[config.mk]
export PLATFORM = sky130hd
export DESIGN_NAME = uart_rx_fsm
export DESIGN_NICKNAME = d
export VERILOG_FILES = /design/src/rtl/uart_pkg.sv /design/src/rtl/uart_rx_edge_bit_counter.sv /design/src/rtl/uart_rx_fsm.sv
export SDC_FILE = /design/constraint.sdc
export NUM_CORES = 1
export LEC_CHECK = 0
export CORE_UTILIZATION = 49
export CTS_CLUSTER_SIZE = 12
export DETAILED_ROUTE_END_ITERATION = 10
export GPL_TIMING_DRIVEN = 0
export MAX_ROUTING_LAYER = met4
export PLACE_DENSITY = 0.87
export SYNTH_ARGS = -nofsm -noshare
export SYNTH_HDL_FRONTEND = slang
export SYNTH_HIERARCHICAL = 1
export SYNTH_SLANG_ARGS = --single-unit
[constraint.sdc]
create_clock -name clk -period 5.5 [get_ports clk]
set_input_delay 0.825 -clock clk [delete_from_list [all_inputs] [get_ports clk]]
set_output_delay 0.825 -clock clk [all_outputs]
set_load 0.01 [all_outputs]
[src/rtl/uart_pkg.sv]
// Shared types and constants for the UART receive path.
package uart_pkg;
  localparam int DATA_BITS  = 8;
  localparam int CHK_OFS    = 2;
  localparam int PRESCALE_W = 6;
  localparam int BITCNT_W   = 4;

  typedef enum logic [2:0] {
    RX_IDLE   = 3'd0,
    RX_START  = 3'd1,
    RX_DATA   = 3'd2,
    RX_PARITY = 3'd3,
    RX_STOP   = 3'd4
  } uart_rx_state_t;

  // Check point sits CHK_OFS oversamples past mid-bit, where the sampler's vote is settled.
  function automatic logic [PRESCALE_W-1:0] rx_chk_point(input logic [PRESCALE_W-1:0] prescale);
    return (prescale >> 1) + PRESCALE_W'(CHK_OFS);
  endfunction
endpackage

[src/rtl/uart_rx_edge_bit_counter.sv]
// Oversample edge counter and bit index counter for the UART receiver.
module uart_rx_edge_bit_counter
  import uart_pkg::*;
(
  input  logic                  clk,
  input  logic                  rst,
  input  logic                  enable,
  input  logic                  clear,
  input  logic [PRESCALE_W-1:0] prescale,
  output logic [PRESCALE_W-1:0] edge_count,
  output logic [BITCNT_W-1:0]   bit_count,
  output logic                  wrap
);

  assign wrap = enable && (edge_count == prescale - PRESCALE_W'(1));

  always_ff @(posedge clk or posedge rst) begin
    if (rst) begin
      edge_count <= '0;
      bit_count  <= '0;
    end else if (clear) begin
      edge_count <= '0;
      bit_count  <= '0;
    end else if (wrap) begin
      edge_count <= '0;
      bit_count  <= bit_count + BITCNT_W'(1);
    end else if (enable) begin
      edge_count <= edge_count + PRESCALE_W'(1);
    end
  end

endmodule

[src/rtl/uart_rx_fsm.sv]
// UART receive controller: start detection, bit sequencing, parity/stop checks.
// Optional parity support is compiled in with `define UART_RX_PARITY_EN.
module uart_rx_fsm
  import uart_pkg::*;
(
  input  logic                  clk,
  input  logic                  rst,
  input  logic                  rx_in,
  input  logic [PRESCALE_W-1:0] prescale,
  input  logic                  par_en,
  input  logic                  par_typ,
  input  logic                  sampled_bit,
  input  logic [DATA_BITS-1:0]  p_data,
  output logic                  dat_samp_en,
  output logic                  deser_en,
  output logic [PRESCALE_W-1:0] edge_count,
  output logic [BITCNT_W-1:0]   bit_count,
  output logic                  data_valid,
  output logic                  par_err,
  output logic                  stp_err,
  output logic                  strt_glitch
);

  uart_rx_state_t        state, state_nxt;
  logic                  wrap;
  logic                  at_chk;
  logic                  last_data_bit;
  logic                  start_det;
  logic [PRESCALE_W-1:0] chk;

  assign chk           = rx_chk_point(prescale);
  assign at_chk        = (edge_count == chk);
  assign last_data_bit = (bit_count == BITCNT_W'(DATA_BITS));
  assign start_det     = (state == RX_IDLE) && !rx_in;

  uart_rx_edge_bit_counter u_cnt (
    .clk        (clk),
    .rst        (rst),
    .enable     (state != RX_IDLE),
    .clear      (state_nxt == RX_IDLE),
    .prescale   (prescale),
    .edge_count (edge_count),
    .bit_count  (bit_count),
    .wrap       (wrap)
  );

  always_comb begin
    state_nxt = state;
    case (state)
      RX_IDLE:   if (!rx_in) state_nxt = RX_START;
      RX_START: begin
        if (at_chk && sampled_bit) state_nxt = RX_IDLE;
        else if (wrap)             state_nxt = RX_DATA;
      end
      RX_DATA: begin
        if (wrap && last_data_bit) begin
`ifdef UART_RX_PARITY_EN
          state_nxt = par_en ? RX_PARITY : RX_STOP;
`else
          state_nxt = RX_STOP;
`endif
        end
      end
`ifdef UART_RX_PARITY_EN
      RX_PARITY: if (wrap) state_nxt = RX_STOP;
`endif
      // Leave at the stop check point so a back-to-back start edge is seen early.
      RX_STOP:   if (at_chk) state_nxt = RX_IDLE;
      default:   state_nxt = RX_IDLE;
    endcase
  end

  assign dat_samp_en = (state != RX_IDLE);
  assign deser_en    = (state == RX_DATA);

`ifdef UART_RX_PARITY_EN
  logic par_err_q;

  always_ff @(posedge clk or posedge rst) begin
    if (rst) begin
      par_err_q <= 1'b0;
    end else if (start_det) begin
      par_err_q <= 1'b0;
    end else if ((state == RX_PARITY) && at_chk) begin
      par_err_q <= sampled_bit ^ (^p_data) ^ par_typ;
    end
  end

  assign par_err = par_err_q;
`else
  logic unused_par_inputs;

  assign unused_par_inputs = ^{par_en, par_typ, p_data};
  assign par_err           = 1'b0;
`endif

  // Frame acceptance uses the parity flag as it stands plus the stop bit seen now.
  always_ff @(posedge clk or posedge rst) begin
    if (rst) begin
      state       <= RX_IDLE;
      stp_err     <= 1'b0;
      data_valid  <= 1'b0;
      strt_glitch <= 1'b0;
    end else begin
      state       <= state_nxt;
      data_valid  <= 1'b0;
      strt_glitch <= (state == RX_START) && at_chk && sampled_bit;
      if (start_det) begin
        stp_err <= 1'b0;
      end else if ((state == RX_STOP) && at_chk) begin
        stp_err    <= ~sampled_bit;
        data_valid <= ~par_err & sampled_bit;
      end
    end
  end

endmodule

After elaboration in Yosys (flattened, before gate mapping)
Cells that the tools add are included.
{ "classes": {"n_reduce_logical": 14, "n_bitwise": 1, "muxes": 15, "eq_ne": 6, "addsub": 4} }
{ "ops": {"columns": ["op", "count"], "rows": [
  ["$mux W6", 3],
  ["$mux W3", 5],
  ["$eq A6 B6 Y1", 2],
  ["$pmux W3 S4", 1],
  ["$mux W4", 2],
  ["$logic_and A1 B1 Y1", 7],
  ["$add A5 B2 Y6 const B", 1],
  ["$add A6 B1 Y6 const B", 1],
  ["$logic_not A3 Y1", 2],
  ["$reduce_bool A3 Y1", 2],
  ["$sub A6 B1 Y6 const B", 1],
  ["$add A4 B1 Y4 const B", 1],
  ["$eq A4 B4 Y1 const B", 1],
  ["$mux W1", 4],
  ["$reduce_bool A2 Y1", 2],
  ["$eq A3 B1 Y1 const B", 1],
  ["$eq A3 B2 Y1 const B", 1],
  ["$eq A3 B3 Y1 const B", 1],
  ["$logic_not A1 Y1", 1],
  ["$not A1 Y1", 1]
]} }
{ "word_totals": {"elab_cells": 46, "regBits": 16, "output_inout_bits": 16} }

Logic depth before layout (Yosys ltp)
{ "depth": {"ltp_word": 8, "ltp_mapped": 10, "depth_no_buf": 10} }

By module
The synthesis kept the hierarchy.
{ "modules_own_cells": {"columns": ["mod", "area_per_inst_um2", "n_inst", "cells_per_inst"], "rows": [
  ["uart_rx_edge_bit_counter", 679.4, 1, 72],
  ["uart_rx_fsm", 435.4, 1, 53]
]} }

Least setup slack after synthesis
Ideal clock, no wire load.
{ "synth_path": {"kind": "input-to-reg", "start": "input port prescale[2]", "end": "register u_cnt.bit_count[2]", "cell_stages": 9, "slack_ns": 2.622, "arrival_ns": 2.753, "n_path_buf": 1, "required_ns": 5.375, "path_cell_list": "ha_1 > xnor2_1 > nand3_1 > a211oi_1 > nand2_1 > a31oi_1 > clkbuf_1 > nor2_1 > mux2_4"} }
{ "synth_via": {"elab_chain_len": 8, "elab_cells_between_ends": 15, "classes_between": "add/sub: 2; eq/ne: 2; mux: 6; reduce/logical: 5"} }
{ "synth_lines": {"columns": ["element", "line", "source"], "rows": [
  ["start: declaration", "uart_rx_fsm.sv:9", "input logic [PRESCALE_W-1:0] prescale,"],
  ["$sub A6 B1 Y6", "uart_rx_edge_bit_counter.sv:15", "assign wrap = enable && (edge_count == prescale - PRESCALE_W'(1));"],
  ["$eq A6 B6 Y1", "uart_rx_edge_bit_counter.sv:15", null],
  ["$logic_and A1 B1 Y1", "uart_rx_edge_bit_counter.sv:15", null],
  ["$mux W3 or $logic_and A1 B1 Y1 (tied branches)", "uart_rx_fsm.sv:53, uart_rx_fsm.sv:56", null],
  ["$mux W3 (on tied branches)", "uart_rx_fsm.sv:52, uart_rx_fsm.sv:56", null],
  ["$pmux W3 S4", "uart_rx_fsm.sv:49", "case (state)"],
  ["$logic_not A3 Y1", "uart_rx_fsm.sv:40", ".clear (state_nxt == RX_IDLE),"],
  ["$mux W4 or $reduce_bool A2 Y1 (tied branches)", null, null],
  ["end signal: assignment", "uart_rx_edge_bit_counter.sv:26", "bit_count <= bit_count + BITCNT_W'(1);"],
  ["end: declaration", "uart_rx_edge_bit_counter.sv:11", "output logic [BITCNT_W-1:0] bit_count,"]
]} }
Parallel ways exist; a longest one is shown, timed or not.
A chain may end at the register's enable or synchronous reset.

Final worst setup path
Same ends and word-level chain as after synthesis.

==> results.txt <==
----------------------------------------------------
[Critical path]
  Kind of critical path ... in2reg
  Worst Setup End Kind ... flip-flop
  Crit path max-delay cell type ... clkdlybuf4s50_1
  Startpoint class of the critical path ... input pin
  Logic depth of the worst setup path including buffers ... 10
  Data required, critical path ... 5680 ps
  Max Fanout on Critical Path ... 10
  Reg-to-reg slack, setup ... 2540 ps
  Number of cell instances on the worst register-to-register path ... 8
  Reg-to-reg critical path startpoint ... u_cnt/edge_count[3]
  Cell-by-cell listing of the critical path ... clkdlybuf4s50_1 > ha_1 > xnor2_1 > nand3_1 > a211oi_1 > nand2_1 > a31oi_1 > clkbuf_1 > nor2_1 > mux2_4
  Critical path buffers and inverters ... 2
  Arrival time reported for the critical path endpoint ... 4000 ps
  Largest stage delay on the critical path ... 660 ps
  Setup crit start ... prescale[2]
  Top Family by Delay on Critical Path ... buffers and inverters

[Power]
  Net Switching ... 177 uW
  Maximum vdd ir drop ... 225 uV
  Proportion of power drawn by the clock network ... 16.9%
  Pwr/cell area ... 323 mW/mm2
  Int Power ... 283 uW
  Leakage ... 0.617 nW
  Combinational group share of total power ... 45.0%
  Sequential Power Share ... 38.1%
  Sw frac ... 38.5%

[Yosys]
  Count of mapped cells out of synthesis ... 125
  Post-synth EDFFs ... 0
  Mean cell area of the mapped netlist ... 8.92 um2
  Leading post-synthesis cells by cell area ... dfrtp_1, xnor2_1, xor2_1, ha_1, nor2_1
  Main synth FF type ... dfrtp_1
  Netlist cell types ... 41
  Register bit count reported by yosys ... 16
  Async SR Flop Fraction ... 100%
  Total number of yosys warnings ... 6
  Cell type with the highest aggregate area in the netlist ... dfrtp_1
  Area of the mapped netlist ... 0.00111 mm2
  Portion of synthesized cell area occupied by the leading cell type ... 35.9%
  Number of nets in the synthesized netlist ... 149
  Fraction of the yosys area taken by sequential cells ... 35.9%

[Worst hold path]
  Hold Path Stages ... 2
  Worst hold path startpoint ... stp_err
  Worst min-delay path class ... reg2reg

[STA]
  Final hold violation count ... 0
  Worst rel slew slack ... 64.7%
  Setup violations, final ... 0
  Final Cycle Share ... 69.5%
  Worst clock skew ... 4.86 ps
  Fmax ... 261 MHz
  Setup tns final ... 0 ps
  Transition at the pin with the smallest max-transition slack ... 526 ps
  Unrepaired setup endpoints after global routing ... false
  Tmin final ... 3820 ps
  Final Max Slew Viols ... 0

[Drt]
  Post-DR vias/cell ... 5.78
  Number of DRC markers in iteration 0 ... 29
  Detailed Routing Iterations Pass 1 ... 4
  Avg WL per Cell ... 14.3 um
  Final routed wirelength across all metal layers ... 2.57 mm
  Residual DRC count ... 0
  Post-detailed-route count of antenna-violating nets ... 0
  Via count ... 1041

[Run status]
  Result of the run ... completed

[Global route]
  Total congestion overflow after global routing ... 0
  GR peak layer ... met2
  Met3 track demand over resource ... 3.09%
  Largest net degree at the start of global routing ... 12
  Met1 global-route usage ... 32.0%
  Global-route wire length before repair ... 4.47 mm
  Vias in the first global route ... 1021
  Fraction of met2 tracks used by global routing ... 38.1%
  Number of antenna violations at the first check in global routing ... 0
  Aggregate global-route resource usage ... 24.4%

[Flow run]
  Number of max-cap violations ... 0

[Cells and area]
  Most common cell after layout, fill and taps aside ... clkdlybuf4s50_1
  Layout net count ... 178
  Commonest non-fill, non-tap cells in the layout ... clkdlybuf4s50_1, dfrtp_1, nor2_1, xnor2_1, inv_1
  Final core occ ... 69.8%
  Area delta synth->final ... 27.8%
  Fraction of final layout cells with drive strength greater than 1 ... 7.84%
  ANT cells ... 0

[Die]
  Initial core utilization ... 54.6%
  Die X ... 49.7 um
  Number of core rows ... 16
  Die footprint ... 0.00247 mm2
  IO Count ... 36
  Die span in y ... 49.7 um
  Standard cell core area ... 0.00204 mm2

[Clock network]
  Maximum level of the CTS H-tree ... 1
  Total CTS buffers ... 3
  Post-cts repair resize count ... 0
  CTS Sinks ... 16
  Count of hold-fix buffers inserted at cts ... 0
  Clk pin slew, worst setup/hold paths ... 90 ps
  Root buf cell ... clkbuf_4
  Setup Fix Bufs, Post-CTS ... 0
  Deepest clock path buffer count ... 2
  Skew-Pair Late Insertion Delay ... 290 ps
  CTS tree ... done

[Placement]
  Buffers on Ports ... 24
  Hpwl dp ... 1.89 mm
  Final estimated routing congestion in global placement ... 0.931

----------------------------------------------------
[cell type report]
| class | instances | area [um2] |
|---|---|---|
| fillers | 187 | 617 |
| plain buffers | 3 | 21.3 |
| clock buffers | 4 | 36.3 |
| flip-flops and latches | 16 | 400 |
| multi-input cells | 98 | 663 |
| repair buffers | 24 | 240 |
| inverters | 8 | 30.0 |
| well taps | 27 | 33.8 |
[cells by family (layout without fill, tap and decap cells)]
group	Yosys count	in the layout	synth area share, %
AOI/OAI and AO/OA	21	21	12.8
xor gates and xnor gates	17	17	13.4
adders and majority gates	4	4	4.49
buffers and inverters	11	39	4.60
DFF	16	16	35.9
muxes	3	3	3.25
other	1	1	0.336
and+or+nand+nor	52	52	25.3
[per-stage QoR]
stage / area (um2) / power, mW / setup WS (ps) / hold WS [ps] / std cells
floorplan: 1110 / 0.303 / 2620 / 553 / 125
global placement: 1390 / 0.372 / 1530 / 529 / 176
detailed placement: 1390 / 0.381 / 1450 / 536 / 176
CTS: 1430 / 0.459 / 1720 / 549 / 180
global route: 1430 / 0.493 / 1440 / 571 / 180
finish: 1430 / 0.460 / 1680 / 550 / 180
[metal layers]
metal | routed length (um) | up-vias | part of all wire [%]
met5 | 0 | - | 0
met4 | 42 | 0 | 1.6
met3 | 100 | 5 | 3.9
met2 | 1190 | 29 | 47
met1 | 1230 | 512 | 48
li1 | - | 495 | -
[synth_stat cells, drive strengths merged (2+ instances only)]
| cell | number |
|---|---|
| ha | 4 |
| a211o | 2 |
| and2b | 2 |
| inv | 8 |
| nor3 | 7 |
| nor2 | 13 |
| nand2 | 6 |
| or4 | 2 |
| nor2b | 4 |
| dfrtp | 16 |
| a31oi | 2 |
| a21oi | 2 |
| o21ai | 6 |
| xor2 | 7 |
| mux2 | 2 |
| nand3 | 5 |
| nand2b | 2 |
| xnor2 | 10 |
| or3 | 5 |
[registers in the layout, indices dropped and copies added, names as in the netlist]
name	flops
data_valid	1
state	3
stp_err	1
strt_glitch	1
u_cnt/bit_count	4
u_cnt/edge_count	6
[worst register-to-register path, stage by stage (launching register included)]
cell,delay (ps)
dfrtp_1,510
and4b_1,300
a22oi_1,100
a211oi_1,510
nand2_1,230
a31oi_1,440
clkbuf_1,400
nor2_1,80
mux2_4,280
[power groups by stage]
stage / clock network, mW / logic [mW] / registers (mW)
2_1_floorplan: 0 / 0.128 / 0.175
3_3_place_gp: 0 / 0.197 / 0.175
3_5_place_dp: 0 / 0.204 / 0.177
4_1_cts: 0.0776 / 0.207 / 0.175
5_1_grt: 0.0865 / 0.226 / 0.180
6_report: 0.0776 / 0.207 / 0.175
[worst paths after layout]
check / end
setup / recovery: u_cnt/bit_count[2]
hold / removal: stp_err
setup reg to reg: u_cnt/bit_count[2]
hold reg to reg: stp_err
max in group asynchronous: u_cnt/bit_count[1]
min in group asynchronous: state[2]
No activity file was read; power rests on OpenSTA's default activity.
==> RTL edit 1, RTL diff (same flow settings) <==
Encoding of `uart_rx_state_t`: now one-hot (5 bits for 5 states).
--- a/src/rtl/uart_pkg.sv
+++ b/src/rtl/uart_pkg.sv
@@ -6,10 +6,10 @@
   localparam int BITCNT_W   = 4;
 
-  typedef enum logic [2:0] {
-    RX_IDLE   = 3'd0,
-    RX_START  = 3'd1,
-    RX_DATA   = 3'd2,
-    RX_PARITY = 3'd3,
-    RX_STOP   = 3'd4
+  typedef enum logic [4:0] {
+    RX_IDLE   = 5'b00001,
+    RX_START  = 5'b00010,
+    RX_DATA   = 5'b00100,
+    RX_PARITY = 5'b01000,
+    RX_STOP   = 5'b10000
   } uart_rx_state_t;
 
Function: same outputs for any inputs over 10 cycles, from zero or initial values and one cycle with rst high; not proved beyond that.
==> RTL edit 1 against the unedited design <==
Routed wire length is 4.5% higher. Sequential cell count increased by 2. Register-to-register slack improved by 0.35 ns. Critical path depth is 2 lower. Highest routed layer unchanged. Synthesized area is 10% higher. Setup slack gained 0.37 ns. Sequential share of layout area grew 1.2 points. Via count rose by 3.3%. Design area up 8.3%. Die area rose by 9.7%.
Power is not compared: it rests on default switching activity, and its combinational part moved more than twofold at a synthesized area within 25%.
==> RTL edit 1: results (changes against the unedited design) <==
final estimated routing congestion in global placement=0.896 (-3.7%); DP HPWL=1980 µm (+4.8%); R2R setup slack=2.89 ns (+0.35 ns); CP Max Fanout=11 (+1); post-synthesis sequential area ratio=36.8% (+0.88 points); cts repair resizes=0 (unchanged); status=finished, final reports clean; maximum root-to-sink buffer count=2 (unchanged); Largest regs=u_cnt/edge_count: 6 flops, state: 5 flops, u_cnt/bit_count: 4 flops; Critical Path End=state[2]; worst skew pair latency=0.29 ns (about the same); pre-CTS setup slack=1.78 ns (+0.327 ns); length in cells of the worst reg-to-reg path=7 (-1); initial antenna violation count=0 (unchanged); setup bufs post-CTS=0 (unchanged); arrival time worst endpoint=3.63 ns (-0.37 ns); WL per Instance=14.3 µm (about the same); Layout Skew=0.00163 ns (-0.00323 ns); Critical R2R Launch=state[3]; Clock Pin Slew Worst Setup and Hold Paths=~0.1 ns; Num CTS Buffers=3 (unchanged); Remaining DRCs=0 (unchanged); vias in the first global route=968 (-5.2%); layout cells sized above 1=8.75% (+0.91 points); Ys Warns=6 (unchanged); pin count of the biggest net entering global routing=12 (unchanged); total congestion overflow=0 (unchanged); Worst Setup SP=prescale[2]; Slew HR=65.6% (+0.92 points); final slew viol count=0 (unchanged); Hold Path Class=flop to flop; Antenna diodes=0 (unchanged); reg2reg end=u_cnt/bit_count[0]; DR vias=1075 (+3.3%); first-pass GRT wire length=4330 µm (-3.1%); leak pwr=0.628 nW; Pre-Repair DR Iteration Count=4 (unchanged); fin nets=185 (+3.9%); quantity of I/O buffers inserted on ports=24 (unchanged); H-tree levels=1 (unchanged); Initial DRC Count=29 (unchanged); commonest cells in the netlist=dfrtp_1, xnor2_1, nor3_1; Netlist cell types=45 (+9.8%); CTS root buf=clkbuf_4; maximum vdd ir drop=around 0.17 mV; post-synthesis async set-or-reset flop share=100% (unchanged); final critical-path required period=3.46 ns (-0.367 ns); Total GRT Usage=22.6% (-1.8 points); largest cells by area after synthesis=dfrtp_1, xnor2_1, xor2_1
RTL edit 1: area by class of cell:
type,count,area [µm²]
fillers,181,733
multi-input cells,103,728
flip-flops and latches,18,452
repair buffers,24,240
clock buffers,4,36.3
well taps,28,35.0
inverters,8,30.0
plain buffers,3,21.3
RTL edit 1: kinds of logic after synthesis:
group	synth area share, %
simple gates	25.5
compound gates	13.3
flops	36.8
xor+xnor	12.1
buf+inv	4.18
fa+ha+maj	4.08
mux	3.77
other cells	0.306
RTL edit 1: critical path: stages:
cell and delay, ns:
clkdlybuf4s50_1 0.55, or4_1 0.55, or3_1 0.35, a211o_1 0.37
nor2_2 0.43, nand2_1 0.10, nor4_1 0.31, o22ai_1 0.13
RTL edit 1: report_power, final:
| part | internal (mW) | total [mW] | switching, mW |
|---|---|---|---|
| Combinational | 0.0238 | 0.0505 | 0.0267 |
| Sequential | 0.135 | 0.139 | 0.00367 |
| Clock | 0.0404 | 0.0821 | 0.0417 |
RTL edit 1: worst min path at each step:
| stage | from | to | slack, ns | cells after the start |
|---|---|---|---|---|
| floorplan | stp_err | stp_err | 0.55 | 2 |
| global placement | stp_err | stp_err | 0.52 | 2 |
| detailed placement | stp_err | stp_err | 0.53 | 2 |
| CTS | stp_err | stp_err | 0.55 | 2 |
| global route | stp_err | stp_err | 0.57 | 2 |
| finish | stp_err | stp_err | 0.55 | 2 |
RTL edit 1: through the flow:
step	area [µm²]	utilization [%]	cells	hold slack (ns)
2_1_floorplan	1230	-	132	0.554
3_3_place_gp	1510	66.2	184	0.518
3_5_place_dp	1510	66.2	184	0.534
4_1_cts	1540	67.8	188	0.548
5_1_grt	1540	67.8	188	0.575
6_report	1540	67.8	188	0.550
RTL edit 1: metal layers:
metal	GRT usage (%)	share of wire [%]	vias up
met5	-	0	-
met1	28.9	46	502
met4	9.91	1.2	0
li1	-	-	530
met3	1.75	4.7	4
met2	36.5	48	39
==> RTL edit 2, RTL diff (same settings) <==
Made on the original files. Build with the macro `UART_RX_PARITY_EN` defined.
--- a/src/rtl/uart_rx_fsm.sv
+++ b/src/rtl/uart_rx_fsm.sv
@@ -1,4 +1,6 @@
 // UART receive controller: start detection, bit sequencing, parity/stop checks.
 // Optional parity support is compiled in with `define UART_RX_PARITY_EN.
+`define UART_RX_PARITY_EN
+
 module uart_rx_fsm
   import uart_pkg::*;
Formal check against the unedited RTL: same outputs for any inputs over 10 cycles, from zero or initial values and one cycle with rst high; that may be too few to reach the edited logic, so the function may still have changed.
==> RTL edit 2 against the unedited design <==
Sequential share of layout area decreased by 3.7 points. Setup slack improved by 0.29 ns. Critical path type unchanged. Synthesized area grew 19%. Sequential cell count grew 1. Total power rose by 43%. Register-to-register slack improved by 0.10 ns. Design area increased by 22%. Routed wire length increased by 15%. Highest routed layer unchanged.
==> RTL edit 2: results (changes against the unedited design) <==
layout cells sized above 1=6.99% (-0.85 points); Adder-Cell Fraction of Synth Area=3.77% (-0.72 points); pre-CTS setup slack=1.68 ns (+0.232 ns); Num CTS Buffers=3 (unchanged); post-synthesis sequential area ratio=32.0% (-3.9 points); commonest cells in the netlist=dfrtp_1, xnor2_1, inv_1; final estimated routing congestion in global placement=0.849 (-8.7%); Synth Area in XOR/XNOR=17.5% (+4.2 points); WL per Instance=13.6 µm (-4.3%); DR vias=1223 (+17%); Netlist cell types=45 (+9.8%); proportion of synthesized area in mux cells=3.58% (+0.32 points); Worst path top cell family by delay=simple AND/OR/NAND/NOR gates; CP max stage delay=0.56 ns (-0.10 ns); Cells after DPL=212 (+20%); Clock Pin Slew Worst Setup and Hold Paths=0.10 ns; arrival time worst endpoint=3.74 ns (-0.26 ns); Sw Pwr=0.278 mW (+57%); Initial DRC Count=26 (-10%); first-pass GRT wire length=4730 µm (+5.9%); DP HPWL=2300 µm (+22%); dpl cell area=1720 µm² (+24%); Total GRT Usage=23.2% (-1.1 points); quantity of I/O buffers inserted on ports=35 (+46%); maximum vdd ir drop=0.277 mV (+23%); leak pwr=0.700 nW (+13%); routed vias/inst=5.66 (-2.1%); Layout Skew=0.00345 ns (-0.00141 ns); area fraction in compound gates after synthesis=14.2% (+1.4 points); status=finished, final reports clean; Pre-Repair DR Iteration Count=4 (unchanged); worst slew pin tran=0.537 ns (+0.0105 ns); pin count of the biggest net entering global routing=14 (+2); Mean Syn Cell Area=9.04 µm² (+1.4%); post-synth net total=171 (+15%); largest cells by area after synthesis=dfrtp_1, xnor2_1, xor2_1
==> RTL edit 2: cell types whose count changed after synthesis, moves of 2 or more <==
cell,before,now
xnor2_1,10,15
inv_1,8,12
nor2_1,12,8
and2b_2,2,0
clkbuf_1,1,3
nand2_1,6,8
o211ai_1,0,2
o22ai_1,1,3
xor2_1,7,9
==> RTL edit 2: final timing paths <==
kind                                       end  slack [ns]  cells after the start        start
max                                   state[2]        1.97                      9  prescale[2]
min                                 data_valid        0.61                      2      par_err
max reg2reg                           state[2]        2.64                     11     state[2]
min reg2reg                         data_valid        0.61                      2      par_err
max in group asynchronous  u_cnt/edge_count[4]        4.39                      2          rst
min in group asynchronous             state[0]        0.78                      2          rst
==> RTL edit 2: worst register-to-register path, stage by stage (launching register included) <==
cell             delay (ns)
dfrtp_1                0.34
clkbuf_1               0.27
inv_1                  0.17
nand2_1                0.14
clkdlybuf4s18_2        0.30
nand3_1                0.10
a211o_1                0.34
nor2_2                 0.44
nand3_1                0.16
o21ai_0                0.26
nand2_1                0.08
o21ai_0                0.18
==> RTL edit 2: layer usage <==
metal	track usage, %	part of all wire (%)
met5	-	0
met4	5.13	0.98
met2	41.4	51
met3	5.08	6.1
met1	26.4	42
==> RTL edit 2: power groups by stage <==
stage / Sequential [mW] / Clock, mW / Combinational [mW]
after floorplan: 0.219 / 0 / 0.230
after global placement: 0.216 / 0 / 0.352
after detailed placement: 0.219 / 0 / 0.367
after CTS: 0.217 / 0.0710 / 0.370
after global routing: 0.224 / 0.0757 / 0.407
final: 0.216 / 0.0691 / 0.371
==> RTL edit 2: final cells by class <==
cell class	instances	area (µm²)
sequential	17	425
inverter	12	45.0
tap	30	37.5
clock buffer	4	26.3
fill	206	779
buffer	4	21.3
timing repair buffer	35	350
multi-input combinational	114	837
